`src/rtl/gfx_arb_pkg.sv`:
```
// Shared types and constants for the graphics ROM arbiter.
// The optional result cache is selected with the GFX_ARB_CACHE_EN macro.
package gfx_arb_pkg;

  typedef enum logic [1:0] {IDLE, WAIT, DONE} arb_state_t;

  typedef enum logic {REQ_SPR, REQ_TILE} req_id_t;

  // Default watchdog limit and the counter width it needs (counts 0..TIMEOUT-1).
  localparam int GFX_ARB_TIMEOUT = 64;
  localparam int WD_W = $clog2(GFX_ARB_TIMEOUT);

  function automatic int wd_width(input int timeout);
    return $clog2(timeout);
  endfunction

endpackage

```
`src/rtl/gfx_arb_port.sv`:
```
// Per-requester state for the graphics ROM arbiter: tracks whether the
// current address has already been acknowledged, holds the returned data
// and, when GFX_ARB_CACHE_EN is defined, a one-entry address tag.
module gfx_arb_port
  import gfx_arb_pkg::*;
#(
  parameter int AW = 19,
  parameter int DW = 32
) (
  input  logic          clk_main,
  input  logic          reset,
  input  logic          req,
  input  logic [AW-1:0] addr,
  input  logic          cap_en,
  input  logic          abort,
  input  logic [DW-1:0] cap_data,
  input  logic          ack,
  input  logic [AW-1:0] txn_addr,
  output logic          eligible,
  output logic          hit,
  output logic [DW-1:0] data
);

  logic          ack_done_reg;
  logic [AW-1:0] done_addr_reg;
  logic [DW-1:0] data_reg;

  // Remember the address that was last acknowledged; forget it once the
  // requester drops its request or moves to another address.
  always_ff @(posedge clk_main) begin
    if (reset) begin
      ack_done_reg  <= 1'b0;
      done_addr_reg <= '0;
    end else if (ack) begin
      ack_done_reg  <= 1'b1;
      done_addr_reg <= txn_addr;
    end else if (!req || (addr != done_addr_reg)) begin
      ack_done_reg  <= 1'b0;
    end
  end

  // Data hold register: loaded on completion, zeroed on a watchdog abort.
  always_ff @(posedge clk_main) begin
    if (reset) begin
      data_reg <= '0;
    end else if (cap_en) begin
      data_reg <= cap_data;
    end else if (abort) begin
      data_reg <= '0;
    end
  end

  assign eligible = req && !(ack_done_reg && (addr == done_addr_reg));
  assign data     = data_reg;

`ifdef GFX_ARB_CACHE_EN
  logic [AW-1:0] tag_reg;
  logic          valid_reg;

  // One-entry tag: the held data is valid for tag_reg until an abort.
  always_ff @(posedge clk_main) begin
    if (reset) begin
      tag_reg   <= '0;
      valid_reg <= 1'b0;
    end else if (cap_en) begin
      tag_reg   <= txn_addr;
      valid_reg <= 1'b1;
    end else if (abort) begin
      valid_reg <= 1'b0;
    end
  end

  assign hit = valid_reg && (tag_reg == addr);
`else
  assign hit = 1'b0;
`endif

endmodule

```
`src/rtl/gfx_rom_arbiter.sv`:
```
// Shares one SDRAM read port between the sprite and tile ROM requesters.
// Round-robin arbitration, one outstanding read, and a watchdog that aborts
// a read that never completes. Define GFX_ARB_CACHE_EN to enable a
// one-entry per-requester cache that answers repeated addresses locally.
module gfx_rom_arbiter
  import gfx_arb_pkg::*;
#(
  parameter int AW      = 19,
  parameter int DW      = 32,
  parameter int TIMEOUT = GFX_ARB_TIMEOUT
) (
  input  logic          clk_main,
  input  logic          reset,
  input  logic          spr_req,
  input  logic [AW-1:0] spr_addr,
  output logic          spr_ack,
  output logic [DW-1:0] spr_data,
  input  logic          tile_req,
  input  logic [AW-1:0] tile_addr,
  output logic          tile_ack,
  output logic [DW-1:0] tile_data,
  output logic          sd_rd,
  output logic [AW-1:0] sd_addr,
  input  logic          sd_rdy,
  input  logic [DW-1:0] sd_dout,
  output logic          timeout_err
);

  localparam int WD_BITS = (TIMEOUT == GFX_ARB_TIMEOUT) ? WD_W : wd_width(TIMEOUT);

  arb_state_t         state_reg;
  req_id_t            grant_reg;
  req_id_t            last_grant_reg;
  req_id_t            pick;
  logic [WD_BITS-1:0] wd_reg;
  logic               sd_rd_reg;
  logic [AW-1:0]      sd_addr_reg;
  logic               spr_ack_reg;
  logic               tile_ack_reg;
  logic               timeout_err_reg;

  logic               spr_elig, spr_hit, tile_elig, tile_hit;
  logic               pick_hit;
  logic [AW-1:0]      pick_addr;
  logic               wd_expired;
  logic               rdy_now, abort_now;

  assign wd_expired = (wd_reg == WD_BITS'(TIMEOUT - 1));
  assign rdy_now    = (state_reg == WAIT) && sd_rdy;
  assign abort_now  = (state_reg == WAIT) && !sd_rdy && wd_expired;

  // Round-robin choice: on a tie the requester not granted last time wins.
  always_comb begin
    pick = REQ_TILE;
    if (spr_elig && tile_elig) begin
      pick = (last_grant_reg == REQ_SPR) ? REQ_TILE : REQ_SPR;
    end else if (spr_elig) begin
      pick = REQ_SPR;
    end
    pick_hit  = (pick == REQ_SPR) ? spr_hit  : tile_hit;
    pick_addr = (pick == REQ_SPR) ? spr_addr : tile_addr;
  end

  // Arbitration FSM with registered strobes, acks, address and error flag.
  always_ff @(posedge clk_main) begin
    if (reset) begin
      state_reg       <= IDLE;
      grant_reg       <= REQ_SPR;
      last_grant_reg  <= REQ_TILE;
      wd_reg          <= '0;
      sd_rd_reg       <= 1'b0;
      sd_addr_reg     <= '0;
      spr_ack_reg     <= 1'b0;
      tile_ack_reg    <= 1'b0;
      timeout_err_reg <= 1'b0;
    end else begin
      sd_rd_reg    <= 1'b0;
      spr_ack_reg  <= 1'b0;
      tile_ack_reg <= 1'b0;
      case (state_reg)
        IDLE: begin
          if (spr_elig || tile_elig) begin
            grant_reg   <= pick;
            sd_addr_reg <= pick_addr;
            wd_reg      <= '0;
            if (pick_hit) begin
              // Cached answer: acknowledge from the held data, no SDRAM read.
              spr_ack_reg  <= (pick == REQ_SPR);
              tile_ack_reg <= (pick == REQ_TILE);
              state_reg    <= DONE;
            end else begin
              sd_rd_reg <= 1'b1;
              state_reg <= WAIT;
            end
          end
        end
        WAIT: begin
          if (sd_rdy) begin
            spr_ack_reg    <= (grant_reg == REQ_SPR);
            tile_ack_reg   <= (grant_reg == REQ_TILE);
            last_grant_reg <= grant_reg;
            state_reg      <= DONE;
          end else if (wd_expired) begin
            spr_ack_reg     <= (grant_reg == REQ_SPR);
            tile_ack_reg    <= (grant_reg == REQ_TILE);
            timeout_err_reg <= 1'b1;
            state_reg       <= DONE;
          end else begin
            wd_reg <= wd_reg + 1'b1;
          end
        end
        DONE: begin
          state_reg <= IDLE;
        end
        default: begin
          state_reg <= IDLE;
        end
      endcase
    end
  end

  gfx_arb_port #(.AW(AW), .DW(DW)) u_spr_port (
    .clk_main (clk_main),
    .reset    (reset),
    .req      (spr_req),
    .addr     (spr_addr),
    .cap_en   (rdy_now && (grant_reg == REQ_SPR)),
    .abort    (abort_now && (grant_reg == REQ_SPR)),
    .cap_data (sd_dout),
    .ack      (spr_ack_reg),
    .txn_addr (sd_addr_reg),
    .eligible (spr_elig),
    .hit      (spr_hit),
    .data     (spr_data)
  );

  gfx_arb_port #(.AW(AW), .DW(DW)) u_tile_port (
    .clk_main (clk_main),
    .reset    (reset),
    .req      (tile_req),
    .addr     (tile_addr),
    .cap_en   (rdy_now && (grant_reg == REQ_TILE)),
    .abort    (abort_now && (grant_reg == REQ_TILE)),
    .cap_data (sd_dout),
    .ack      (tile_ack_reg),
    .txn_addr (sd_addr_reg),
    .eligible (tile_elig),
    .hit      (tile_hit),
    .data     (tile_data)
  );

  assign sd_rd       = sd_rd_reg;
  assign sd_addr     = sd_addr_reg;
  assign spr_ack     = spr_ack_reg;
  assign tile_ack    = tile_ack_reg;
  assign timeout_err = timeout_err_reg;

endmodule

```
`config.mk`:
```
export PLATFORM = sky130hd
export DESIGN_NAME = gfx_rom_arbiter
export DESIGN_NICKNAME = d
export VERILOG_FILES = /design/src/rtl/gfx_arb_pkg.sv /design/src/rtl/gfx_arb_port.sv /design/src/rtl/gfx_rom_arbiter.sv
export SDC_FILE = /design/constraint.sdc
export NUM_CORES = 1
export LEC_CHECK = 0
export BUFFER_PORTS_ARGS = -buffer_cell sky130_fd_sc_hd__buf_2
export CAP_MARGIN = 20
export CORE_ASPECT_RATIO = 0.9
export CORE_MARGIN = 4
export CORE_UTILIZATION = 52
export CTS_BUF_LIST = sky130_fd_sc_hd__clkbuf_8 sky130_fd_sc_hd__clkbuf_16
export CTS_CLUSTER_DIAMETER = 50
export DETAILED_ROUTE_END_ITERATION = 16
export GPL_TIMING_DRIVEN = 0
export HOLD_SLACK_MARGIN = 0.06
export PLACE_DENSITY = 0.81
export SETUP_SLACK_MARGIN = 0.3
export SLEW_MARGIN = 20
export SYNTH_ARGS = -nofsm -noshare
export SYNTH_HDL_FRONTEND = slang
export SYNTH_SLANG_ARGS = --single-unit
```
`constraint.sdc`:
```
create_clock -name clk_main -period 2.3 [get_ports clk_main]
set_input_delay 0.23 -clock clk_main [delete_from_list [all_inputs] [get_ports clk_main]]
set_output_delay 0.23 -clock clk_main [all_outputs]
set_load 0.02 [all_outputs]
```
* After elaboration in Yosys (flattened, before gate mapping)
Cells that the tools add are included.
Word-level totals: bits in registers 137, input bits 75, word-level logic and storage cells 88
Cells by class: add/subtract/negate cells 1, equal/unequal tests 10, muxes and demuxes 25, bitwise operators 4, reductions and logical operators 33
Operators by type and width (count):
- 2-to-1 mux 32 bit | 4
- == test 19 bit | 2
- inequality test 19 bit | 2
- 2-to-1 mux 19 bit | 1
- 2-to-1 mux 6 bit | 3
- logical AND 1 bit | 12
- 2-to-1 mux 1 bit | 12
- case mux 6 bit (2 select lines) | 1
- nonzero test 2 bit | 5
- adder 6 x 1 -> 6 bit, second input constant | 1
- == test 6 bit, second input constant | 1
- 2-to-1 mux 2 bit | 3
- inequality test 2 bit, second input constant | 3
- AND reduction 2 bit | 3
- zero test 1 bit | 5
- NOT 1 bit | 4
- case mux 2 bit (2 select lines) | 1
- AND reduction 4 bit | 1
- OR reduction 2 bit | 2
- logical OR 1 bit | 3
- inequality test 3 bit, second input constant | 1
- AND reduction 3 bit | 1
- == test 2 x 1 -> 1 bit, second input constant | 1
- zero test 2 bit | 1

* Longest topological paths before layout
Gate-level depths: netlist (run 1).
depth in word-level cells 7, depth in mapped cells 8, mapped depth without buffers 6

* Cells and area by module
From an unflattened synthesis (run 1), not the netlist that was laid out.
Unflattened totals: cell total of the unflattened synthesis 628, area, all modules 5706.7 um^2
By module, submodules not included:
- gfx_arb_port | instances 2, cells an instance 239, area each 2163.3 um^2
- gfx_rom_arbiter | instances 1, cells an instance 150, area each 1380.1 um^2

* Worst setup path before layout (run 1)
Ideal clock, no wire load.
kind flip-flop to flip-flop, start reg wd_reg[0], end reg u_spr_port.data_reg[10], in the netlist u_spr_port.data[10], arrival 1.623 ns, required time 2.172 ns, setup slack 0.549 ns, stages on the path, launching flop included 9, path through dfxtp_1 ha_1 and3_1 o21ai_1 or2_2 clkbuf_1 buf_2 a22oi_1 nor2_1
Between the ends: word-level cells in the longest chain between the ends 4
Ends and longest elaborated chain:
- from (decl) | line gfx_rom_arbiter.sv:35 | logic [WD_BITS-1:0] wd_reg;
- from (signal assigned) | line gfx_rom_arbiter.sv:109 | wd_reg <= wd_reg + 1'b1;
- == test 6 bit | line gfx_rom_arbiter.sv:48 | assign wd_expired = (wd_reg == WD_BITS'(TIMEOUT - 1));
- logical AND 1 bit | line gfx_rom_arbiter.sv:50 | assign abort_now = (state_reg == WAIT) && !sd_rdy && wd_expired;
- logical AND 1 bit | line gfx_rom_arbiter.sv:128 | .abort (abort_now && (grant_reg == REQ_SPR)),
- nonzero test 2 bit (no line)
- to (signal assigned) | line gfx_arb_port.sv:47 | data_reg <= cap_data;
- to (decl) | line gfx_arb_port.sv:26 | logic [DW-1:0] data_reg;
Every way passes these cells. A chain may end at the register's enable or synchronous reset.

* Final worst setup path (run 1)
start reg u_spr_port.done_addr_reg[11], end reg sd_addr_reg[2], in the netlist sd_addr[2]
Between the ends: word-level cells in the longest chain between the ends 7, elaborated cells on any way between the ends 10, classes of those cells eq/ne: 1; mux: 3; reduce/logical: 6
Ends and longest elaborated chain:
- from (decl) | line gfx_arb_port.sv:25 | logic [AW-1:0] done_addr_reg;
- from (signal assigned) | line gfx_arb_port.sv:36 | done_addr_reg <= txn_addr;
- == test 19 bit (*) | line gfx_arb_port.sv:53 | assign eligible = req && !(ack_done_reg && (addr == done_addr_reg));
- logical AND 1 bit (*) | line gfx_arb_port.sv:53
- zero test 1 bit (*) | line gfx_arb_port.sv:53
- logical AND 1 bit (*) | line gfx_arb_port.sv:53
- 2-to-1 mux 1 bit or logical AND 1 bit (tied branches) | line gfx_rom_arbiter.sv:57, gfx_rom_arbiter.sv:55
- 2-to-1 mux 1 bit | line gfx_rom_arbiter.sv:55 | if (spr_elig && tile_elig) begin
- 2-to-1 mux 19 bit | line gfx_rom_arbiter.sv:61 | pick_addr = (pick == REQ_SPR) ? spr_addr : tile_addr;
- to (signal assigned) | line gfx_rom_arbiter.sv:84 | sd_addr_reg <= pick_addr;
- to (decl) | line gfx_rom_arbiter.sv:37 | logic [AW-1:0] sd_addr_reg;
Every way passes the cells marked *; elsewhere a longest branch is shown, timed or not.

==> run summary, run 1 <==
For the data arrival time of the worst path, the log shows 2480 ps. The die covers 12400 um^2. The root buffer cell chosen for the clock tree is sky130_fd_sc_hd__clkbuf_16. By area, the combinational part of the netlist is dominated by compound AO/OA/AOI/OAI gates. The final cell utilization of the core was 73.6%. The number of buffers and inverters on the critical path works out to 2.

The time the worst path needs with I/O delays and setup was 2160 ps. The proportion of synthesized flip-flops having asynchronous set or reset came out at 0%. The number of antenna violations at the first check in global routing was 0; the post-route standard cell area excluding fillers was 7610 um^2. The distinct cell type count after synthesis is 43.

The worst pin sits at a relative slew slack of 41.3%. By startpoint and endpoint, the worst setup path is classified as register to register. The row count was 35. In the final layout, the multi-input gates occupy 2890 um^2. The tools report the number of clock sinks as 137. In this design, the stage delay of the slowest critical-path cell is 350 ps. The number of nets with antenna violations after routing came out at 0. The number of optimization iterations in the first detailed-route pass is 6.

Buffers inserted during clock tree synthesis total 17. The total count of hold-check failures in the final report is 0. Timing would allow up to 463 MHz. The logs give 28900 um for the first-pass GRT wire length and 0 ps for the accumulated negative setup slack. The post-synthesis simple-gate area fraction was 16.4%; the number of synthesis warnings was 0. By count the netlist is led by 137 x sky130_fd_sc_hd__dfxtp_1, 118 x sky130_fd_sc_hd__nor2_1, 64 x sky130_fd_sc_hd__a22oi_1, 38 x sky130_fd_sc_hd__mux2i_1, 31 x sky130_fd_sc_hd__clkbuf_1.

For this block, the routed nets add up to 19300 um of wire. The number of buffers between clock root and the deepest sink is 2, and the number of max-cap violations is 0. TritonCTS built the clock tree. The measured slew at the worst slew-check pin is 881 ps. The count of flip-flops with a built-in enable after synthesis was 0. In this run the biggest area consumer among cell types represents 49.4% of the synthesized area. The final setup skew was 11.8 ps; the mean instance size in the synthesized netlist was 9.45 um^2. The synthesized netlist devotes 17.1% of its cell area to compound gates. In this run the power density over the cells is 823 nW/um^2.

Broken down by cell family, the worst path's largest delay share belongs to simple AND/OR/NAND/NOR gates. For the worst endpoint required time, the log shows 2620 ps. Pin count of the biggest net entering global routing: 17. Summing internal, switching and leakage power gives 6260 uW.

The total count of max-transition violations in the final report is 0. For the routability congestion estimate, the log shows 0.945. The slowest stage of the critical path is the sky130_fd_sc_hd__nor3_4 cell. The leakage power figure was 0.00317 uW; the sequential cell area was 2760 um^2.

In this run the worst path has a maximum fanout of 10. Setup repair after global routing could not meet its margin everywhere. Measured along the y axis, the die boundary spans 106 um. The region available for standard cell placement spans 10300 um^2. The synthesized netlist devotes 6.00% of its cell area to XOR and XNOR gates. The post-placement cell area is 6510 um^2. The run gives 5641 as the via count of the first global-routing pass. Walking the worst path, the cells encountered are xnor2_1, nand4_1, nor3_4, buf_4, a21o_2, nand2_4, buf_12, a311oi_2. The flow ran to the end, and the final reports show no timing, DRC or antenna violations. Summing the areas of all fa, ha and maj instances in the mapped netlist gives 0.226% of the synthesized area. The portion of the post-synthesis area used by sequential elements was 49.4%; the number of filler instances in the final layout was 689. The count of buffers added on input and output ports is 161. Multiplexer cells account for 6.86% of the synthesized area. After detailed routing, the average wire length per cell comes to 21.0 um.

The HPWL after detailed placement is 12700 um. Across every metal layer, demand over resource in global routing totals 29.8%. STA classifies the critical path endpoint as a register. 162 I/O pins were placed. In this run the worst hold path is classified as input port to register. Across the VDD grid, the largest voltage drop is 0.534 mV.

The starting density of the core was 53.7%; the total setup violations reported at the end of the flow was 0. The total overflow left after global routing is 0. The net count after synthesis was 663.

Predominant post-synthesis flop cell: sky130_fd_sc_hd__dfxtp_1. Among all cell types in the netlist, the one instantiated most often is sky130_fd_sc_hd__dfxtp_1. The cell area that synthesis handed to floorplanning was 5550 um^2. After the first detailed-routing iteration, the DRC count stood at 674.

The post-route netlist has 37.6% of its cells at a drive strength greater than 1. Ranked by total cell area, the synthesized netlist is headed by sky130_fd_sc_hd__dfxtp_1 49%, sky130_fd_sc_hd__a22oi_1 8.7%, sky130_fd_sc_hd__nor2_1 8.0%, sky130_fd_sc_hd__mux2i_1 6.9%, sky130_fd_sc_hd__a311oi_1 3.2%. In the routed layout, each cell is associated on average with a via count of 6.20. The synthesized design spends more area on one cell type than any other, namely sky130_fd_sc_hd__dfxtp_1. After detailed routing, the number of remaining DRC violations is 0. The antenna cell count came out at 0. The clock tree synthesis step divided the H-tree into 4 levels.

Synthesis produced a netlist whose cell count is 587. For this block, the via count after detailed routing is 5702. After clock tree synthesis, the clock-pin slew on the worst setup and hold paths is 60 ps. The floorplan step set the die width to 117 um. For the number of nets at the end of the flow, the log shows 854. For the clock insertion delay at the later pin of the skew report, the log shows 420 ps. Critical path launch point type: a register.

After layout, the worst path uses 93.9% of the clock period. The synthesis-to-finish area growth came out at 37.1%. Flop and latch count out of synthesis: 137.
[path summary, 6_finish.rpt]
kind                                start             endpoint  slack (ps)  cells past startpoint
min                            sd_dout[5]  u_tile_port.data[5]          80                      3
max          u_spr_port.done_addr_reg[11]           sd_addr[2]         140                      8
min reg2reg                last_grant_reg       last_grant_reg         490                      1
max reg2reg  u_spr_port.done_addr_reg[11]           sd_addr[2]         140                      8
[stage by stage]
step / instances / hold slack (ps) / setup slack [ps]
2_1_floorplan: 587 / 371 / 549
3_3_place_gp: 877 / 468 / 89.6
3_5_place_dp: 877 / 477 / -43.8
4_1_cts: 916 / 76.9 / 252
5_1_grt: 919 / 84.4 / 60.8
6_report: 919 / 81.0 / 139
[tightest hold or removal path, cell delays in order]
cell and delay [ps]:
sky130_fd_sc_hd__buf_2 90, sky130_fd_sc_hd__a22oi_1 70, sky130_fd_sc_hd__nor2_1 70
[per-layer routing]
metal / global-route usage, % / vias up / share of wire (%)
met5: 0 / - / 0
met4: 13.5 / 0 / 4.0
met3: 9.73 / 90 / 10
met2: 45.7 / 389 / 48
met1: 38.0 / 2735 / 37
li1: - / 2488 / -
[layout make-up]
cell class,count,share of cell area (%)
buffer,45,3.50
clock buffer,17,5.59
clock inverter,14,2.40
inverter,3,0.148
multi-input combinational,402,38.0
sequential,137,36.3
tap,129,2.12
timing repair buffer,172,11.9
[placed cells by master (no fill, tap or decap), drive strengths merged, types with 4 or more instances in the layout]
master / count
xnor2: 20
clkinv: 8
nand4: 11
inv: 4
clkbuf: 51
a21oi: 9
nor4: 4
a22oi: 64
and3: 4
nand2: 7
buf: 183
mux2i: 38
bufinv: 4
nor3: 24
xor2: 18
nand3: 23
a311oi: 20
nor2: 118
dfxtp: 137
o21ai: 21
[cells by family after synthesis]
| kind of cell | Yosys count |
|---|---|
| buf+inv | 48 |
| flops | 137 |
| mux | 38 |
| xor+xnor | 38 |
| compound gates | 128 |
| simple gates | 197 |
| fa+ha+maj | 1 |
[report_power, final]
group,switching (uW),internal (uW),total (uW)
sequential,87.3,2470,2560
clock,1040,1800,2840
combinational,536,329,865
[timing repair]
action                                  in CTS  in global routing
setup buffers                                6                  3
pin swaps                                   18                 30
endpoints found under the setup margin      77                 86
gates resized for setup                     38                 72
hold buffers                                 0                  0
cloned                                       2                  0
No activity file was read; power rests on OpenSTA's default activity.
==> inputs of run 2 (changes only) <==
--- a/config.mk
+++ b/config.mk
@@ -20,4 +20,5 @@
 export SLEW_MARGIN = 20
 export SYNTH_ARGS = -nofsm -noshare
 export SYNTH_HDL_FRONTEND = slang
+export SYNTH_HIERARCHICAL = 1
 export SYNTH_SLANG_ARGS = --single-unit
==> run summary, run 2 <==
Setup repair after global routing could not meet its margin everywhere. Top cell type by total area after synthesis: sky130_fd_sc_hd__dfxtp_1. The CTS buffer count was 17 (unchanged); the number of optimization iterations in the first detailed-route pass was 6 (unchanged). Number of cells in the design after placement: 921 (+5.0%). The logs give 56.6% (+15 points) for the relative max-transition margin and 0 (unchanged) for the total count of max-transition violations in the final report.

The via count of the first global-routing pass came out at 5582 (-1.0%). The tools report the row count as 36 (+2.9%). The run gives 9.36 ps (-2.45 ps) as the final setup skew. The tools report the total track usage as 27.7% (-2.2 points). The tools report the CTS H-tree depth as 4 (unchanged).

The DRC violation count after routing is 0 (unchanged), and the count of buffers from port buffering is 160 (-0.62%). sky130_fd_sc_hd__dfxtp_1 is the most common cell in the netlist. Number of synthesis warnings: 6 (+6). The leakage power figure was 0.00339 uW (+7.0%). The final cell utilization of the core was 72.5% (-1.0 points); the routability congestion estimate was 0.871 (-7.8%). The count of flip-flops with a built-in enable after synthesis came out at 0 (unchanged). The number of antenna violations at the first check in global routing is 0 (unchanged), and the measured slew at the worst slew-check pin is 652 ps (-229 ps). The worst setup path is of the register to register kind. The detailed-route wire length per cell works out to 19.0 um (-9.7%). The number of buffers between clock root and the deepest sink was 2 (unchanged). Among all flip-flop cells after synthesis, the most frequent one is sky130_fd_sc_hd__dfxtp_1. The post-route standard cell area excluding fillers is 7810 um^2 (+2.7%). The share of the synthesized area in the top cell type is 48.1% (-1.4 points), and the mean instance size in the synthesized netlist is 9.09 um^2 (-3.8%). Power density over the cells: 810 nW/um^2 (-1.6%).

Post-synthesis cell count: 628 (+7.0%). The total count of hold-check failures in the final report is 0 (unchanged), and the time the worst path needs with I/O delays and setup is 2180 ps (+18.0 ps). The maximum net fanout on the critical path came out at 10 (unchanged).

The kind of end point of the critical path was a register. The average vias per placed instance is 5.87 (-5.3%), and the overall overflow remaining after global route is 0 (unchanged). Path category of the worst min-delay check: input port to register. For the fmax, the log shows 459 MHz (-0.83%). The top cell types in the final layout, fill and taps aside, are 172 x sky130_fd_sc_hd__buf_2, 130 x sky130_fd_sc_hd__nor2_1, 126 x sky130_fd_sc_hd__dfxtp_1. The first-pass GRT wire length was 27800 um (-3.7%); the share of post-route cells with drive strength above 1 was 32.7% (-4.9 points). The run finished with clean final reports. The number of clock sinks is 137 (unchanged).

The area of the die was 12700 um^2 (+2.7%); the portion of the post-synthesis area used by sequential elements was 48.1% (-1.4 points). For the total setup violations reported at the end of the flow, the log shows 0 (unchanged). The worst endpoint required time is 2580 ps (-40 ps), and the post-placement cell area is 6670 um^2 (+2.5%).

The number of max-cap violations came out at 0 (unchanged). The most common cell after layout, fill and taps aside is sky130_fd_sc_hd__buf_2. The CTS clock-pin slew for the worst setup and hold paths was 60 ps (about the same). TritonCTS built the clock tree. The tools report the total power after layout as 6320 uW (+1.0%). The routed wire length is 18500 um (-4.2%). By area the synthesized netlist is led by sky130_fd_sc_hd__dfxtp_1 48%, sky130_fd_sc_hd__nor2_1 8.7%, sky130_fd_sc_hd__nor3b_1 8.6%, sky130_fd_sc_hd__mux2i_1 6.7%, sky130_fd_sc_hd__a21oi_1 6.1%. The flop and latch count out of synthesis is 137 (unchanged), and the worst setup slack after placement is -237 ps (-193 ps). By count the netlist is led by 137 x sky130_fd_sc_hd__dfxtp_1, 132 x sky130_fd_sc_hd__nor2_1, 70 x sky130_fd_sc_hd__a21oi_1, 65 x sky130_fd_sc_hd__nor3b_1, 38 x sky130_fd_sc_hd__mux2i_1. The number of nets at the end of the flow was 905 (+6.0%); the number of nets with antenna violations after routing was 0 (unchanged). The synthesis-to-finish area growth was 36.9%. The least setup slack across all paths after layout was 121 ps (-18.0 ps). The antenna cell count is 0 (unchanged). The peak supply drop is 0.477 mV (-11%). The post-synthesis instance area is 5710 um^2 (+2.9%). The height of the die is 107 um (+1.3%), and the net count after synthesis is 704 (+6.2%). The distinct cell type count after synthesis was 42 (-2.3%).

The clock insertion delay at the later pin of the skew report is 420 ps (about the same), and the starting density of the core is 53.0% (-0.66 points). Violation count after the first detailed-route iteration: 577 (-14%). The placed wire-length estimate was 12300 um (-3.8%). In this run the clock root is driven by a sky130_fd_sc_hd__clkbuf_16. The width of the chip came out at 118 um (+1.3%). The tools report the critical path launch point type as a register. The number of top-level pins was 162 (unchanged). The final critical-path share of the clock period came out at 94.7% (+0.78 points). For the data arrival time of the worst path, the log shows 2460 ps (-20 ps). Proportion of synthesized flip-flops having asynchronous set or reset: 0% (unchanged).

The final cell count without fillers was 975 (+6.1%); the pin count of the biggest net entering global routing was 17 (unchanged). The run gives 10800 um^2 (+4.2%) as the core area. The vias after detailed routing is 5728 (+0.46%).
run 2: cell type report:
cell class | count | area, um^2
multi-input cells | 430 | 2910
flip-flops and latches | 137 | 2760
inverters | 13 | 48.8
well taps | 133 | 166
plain buffers | 48 | 289
clock buffers | 19 | 453
repair buffers | 182 | 988
clock inverters | 13 | 200
fillers | 739 | 2960
run 2: path summary, 6_finish.rpt:
check / startpoint / endpoint / slack [ps] / cells after the start
setup / recovery: u_tile_port/done_addr_reg[12] / sd_addr[10] / 120 / 8
hold / removal: sd_dout[12] / u_tile_port/data[12] / 70 / 3
setup reg to reg: u_tile_port/done_addr_reg[12] / sd_addr[10] / 120 / 8
hold reg to reg: timeout_err / timeout_err / 450 / 2
run 2: metrics by stage:
stage	TNS, ps	hold WS, ps
2_1_floorplan	0	375
5_1_grt	0	64.3
6_report	0	68.7
3_5_place_dp	-5380	446
4_1_cts	0	60.1
3_3_place_gp	-2360	435
run 2: routing by layer:
layer / track usage [%] / up-vias / wire [um]
met5: 0 / - / 0
li1: - / 2619 / -
met3: 8.51 / 53 / 1800
met2: 46.5 / 333 / 8960
met1: 33.1 / 2723 / 7240
met4: 11.6 / 0 / 540
run 2: power by group:
part	total (uW)	internal, uW	switching, uW
clock network	3000	1970	1030
logic	784	317	467
registers	2540	2460	78.2
total	6320	4750	1570
run 2: what timing repair did:
item / in CTS / in global routing
hold buffers: 11 / 0
pin swaps: 7 / 20
gates cloned: 1 / 1
hold endpoints to repair: 13 / 0
buffers inserted: 1 / 8
endpoints found under the setup margin: 88 / 88
resized for setup: 51 / 40
run 2: cells by family after synthesis:
group                    share of synthesized area (%)
other                                            0.132
AND/OR/NAND/NOR                                   22.0
multiplexers                                      6.67
adder cells (fa/ha/maj)                          0.219
flip-flops                                        48.1
XOR/XNOR                                          4.91
AO/OA/AOI/OAI                                     13.6
buffers and inverters                             4.45
run 2: worst max-delay path, cell delays in order (launching register included):
cell and delay, ps:
sky130_fd_sc_hd__dfxtp_1 310, sky130_fd_sc_hd__xnor2_1 240, sky130_fd_sc_hd__nand2_1 130, sky130_fd_sc_hd__nor4_4 380, sky130_fd_sc_hd__a21boi_4 140, sky130_fd_sc_hd__and3_4 230
sky130_fd_sc_hd__clkbuf_16 160, sky130_fd_sc_hd__a222oi_1 360, sky130_fd_sc_hd__nor2_1 90
==> inputs of run 3 (changes only) <==
--- a/config.mk
+++ b/config.mk
@@ -6,16 +6,15 @@
 export NUM_CORES = 1
 export LEC_CHECK = 0
 export BUFFER_PORTS_ARGS = -buffer_cell sky130_fd_sc_hd__buf_2
-export CAP_MARGIN = 20
 export CORE_ASPECT_RATIO = 0.9
 export CORE_MARGIN = 4
 export CORE_UTILIZATION = 52
 export CTS_BUF_LIST = sky130_fd_sc_hd__clkbuf_8 sky130_fd_sc_hd__clkbuf_16
 export CTS_CLUSTER_DIAMETER = 50
 export DETAILED_ROUTE_END_ITERATION = 16
-export GPL_TIMING_DRIVEN = 0
 export HOLD_SLACK_MARGIN = 0.06
 export PLACE_DENSITY = 0.81
+export RECOVER_POWER = 100
 export SETUP_SLACK_MARGIN = 0.3
 export SLEW_MARGIN = 20
 export SYNTH_ARGS = -nofsm -noshare
==> run summary, run 3 (synthesis gave the netlist of run 2 again) <==
The run finished with clean final reports. The antenna cell count is 0 (unchanged), and the total setup violations reported at the end of the flow is 0 (unchanged). The tools report the kind of end point of the critical path as a register. The run gives 0 (unchanged) as the number of antenna violations at the first check in global routing.

For the number of max-cap violations, the log shows 0 (unchanged). The final setup skew came out at 8.75 ps (-0.610 ps). For the core area, the log shows 10800 um^2 (unchanged). The least setup slack across all paths after layout was 202 ps (+81.1 ps). The run gives 0 (unchanged) as the number of nets with antenna violations after routing. For the number of optimization iterations in the first detailed-route pass, the log shows 9 (+3). The share of post-route cells with drive strength above 1 is 19.6% (-13 points). The power density over the cells came out at 793 nW/um^2 (-2.0%). The total count of max-transition violations in the final report was 0 (unchanged); the switching power as a share of total power was 25.7% (+0.76 points). Placed wire-length estimate: 10800 um (-12%). The fmax came out at 477 MHz (+3.9%). Final critical-path share of the clock period: 91.2% (-3.5 points). The run gives 892 (-3.1%) as the number of cells in the design after placement.

The routability congestion estimate is 0.893 (+2.5%). The row count came out at 36 (unchanged). The average vias per placed instance is 5.74 (-2.3%), and the height of the die is 107 um (unchanged). The run gives 2 (unchanged) as the number of buffers between clock root and the deepest sink.

Relative to the synthesized area, the layout overhead comes to 31.5%. The tools report the total count of hold-check failures in the final report as 0 (unchanged). The library cell used most frequently in the layout, excluding fill and tap cells, is sky130_fd_sc_hd__dfxtp_1.

For the number of nets at the end of the flow, the log shows 874 (-3.4%). The share of total power in sequential cells was 42.6% (+2.5 points); the width of the chip was 118 um (unchanged). For the fraction of power consumed by the clock network, the log shows 45.3% (-2.2 points). The number of clock sinks is 137 (unchanged), and the accumulated negative setup slack is 0 ps (unchanged). The DRC violation count after routing is 0 (unchanged). The clock insertion delay at the later pin of the skew report is 410 ps (about the same).

The CTS buffer count is 17 (unchanged). The master cell of the clock root buffer is sky130_fd_sc_hd__clkbuf_16. The count of buffers from port buffering was 161 (+0.63%). The time the worst path needs with I/O delays and setup was 2100 ps (-81.1 ps); the via count of the first global-routing pass was 5368 (-3.8%). The logs give 5950 uW (-5.9%) for the total power after layout and 617 (+6.9%) for the violation count after the first detailed-route iteration. The relative max-transition margin is 33.0% (-24 points).

The part of the power in combinational logic is 12.0% (-0.4 points). Setup repair after global routing could not meet its margin everywhere. The measured slew at the worst slew-check pin was 1000 ps (+353 ps). The power spent charging and discharging nets was 1530 uW (-3.0%). The pin count of the biggest net entering global routing is 65 (+48), and the maximum net fanout on the critical path is 16 (+6).

The detailed-route wire length per cell works out to 17.4 um (-8.4%). The data arrival time of the worst path came out at 2390 ps (-70 ps). The overall overflow remaining after global route came out at 0 (unchanged). In the layout the commonest cells are 130 x sky130_fd_sc_hd__dfxtp_1, 129 x sky130_fd_sc_hd__nor2_1, 90 x sky130_fd_sc_hd__clkbuf_1. TritonCTS built the clock tree. The vias after detailed routing is 5421 (-5.4%). The critical path launch point type is a register. The CTS clock-pin slew for the worst setup and hold paths works out to 60 ps (about the same).

The critical path start-end classification is register to register. For the sequential cell area, the log shows 2750 um^2 (-0.18%). The tools report the peak supply drop as 0.765 mV (+60%).

The routed wire length was 16400 um (-11%). The area of the die came out at 12700 um^2 (unchanged). Final cell utilization of the core: 69.7% (-2.9 points). The number of filler instances in the final layout was 807 (+9.2%); the worst endpoint required time was 2590 ps (about the same). The starting density of the core came out at 53.0% (unchanged).

The path category of the worst min-delay check is input port to register. The internal portion of total power was 4420 uW (-6.8%). For the total track usage, the log shows 25.3% (-2.3 points). The run gives 4 (unchanged) as the CTS H-tree depth.

The tools report the worst setup slack after placement as 85.4 ps (+322 ps). For the multi-input combinational cell area, the log shows 2850 um^2 (-2.1%). The run gives 26200 um (-5.8%) as the first-pass GRT wire length.

The leakage power figure is 0.00289 uW (-15%). The number of top-level pins was 162 (unchanged). The final cell count without fillers came out at 944 (-3.2%).
[run 3: power by group through the flow]
stage,Sequential (uW),Clock (uW),Combinational [uW]
2_1_floorplan,2640,0,334
3_3_place_gp,2580,0,647
3_5_place_dp,2580,0,661
4_1_cts,2530,2720,695
5_1_grt,2550,2850,772
6_report,2540,2700,717
[run 3: what timing repair did]
item,4_1_cts,5_1_grt
pin swaps,13,18
hold buffers,12,0
setup endpoints to repair,38,91
cloned,0,2
hold endpoints to repair,15,0
resized for setup,17,31
buffers inserted,3,3
[run 3: metrics by stage]
| stage | hold slack (ps) | area, um^2 |
|---|---|---|
| floorplan | 375 | 5710 |
| global placement | 436 | 6690 |
| detailed placement | 434 | 6690 |
| CTS | 60.7 | 7470 |
| global route | 75.6 | 7500 |
| finish | 71.8 | 7500 |
[run 3: final cells by class]
cell class / count / share of cell area (%)
multi-input combinational: 430 / 37.9
sequential: 137 / 36.7
timing repair buffer: 199 / 14.6
clock buffer: 20 / 6.22
tap: 133 / 2.22
clock inverter: 12 / 1.65
inverter: 13 / 0.650
[run 3: layer usage]
metal  global-route usage (%)  part of all wire, %
met5                        0                    0
met4                     10.3                  2.5
met3                     8.09                  8.5
met2                     41.8                   49
met1                     30.8                   40
[run 3: worst paths after layout]
kind	endpoint	from	slack [ps]	cells past startpoint
worst max-delay path	u_spr_port/data[1]	wd_reg[0]	200	8
worst min-delay path	u_spr_port/data[9]	sd_dout[9]	70	3
worst max register to register	u_spr_port/data[1]	wd_reg[0]	200	8
worst min register to register	timeout_err	timeout_err	460	2
[run 3: worst max-delay path: stages, from the launching register on]
cell	delay (ps)
sky130_fd_sc_hd__dfxtp_1	400
sky130_fd_sc_hd__ha_1	270
sky130_fd_sc_hd__and4_4	300
sky130_fd_sc_hd__nand3_1	180
sky130_fd_sc_hd__nor2_1	270
sky130_fd_sc_hd__buf_6	220
sky130_fd_sc_hd__nor3b_1	70
sky130_fd_sc_hd__a21oi_1	190
sky130_fd_sc_hd__nor2_1	80
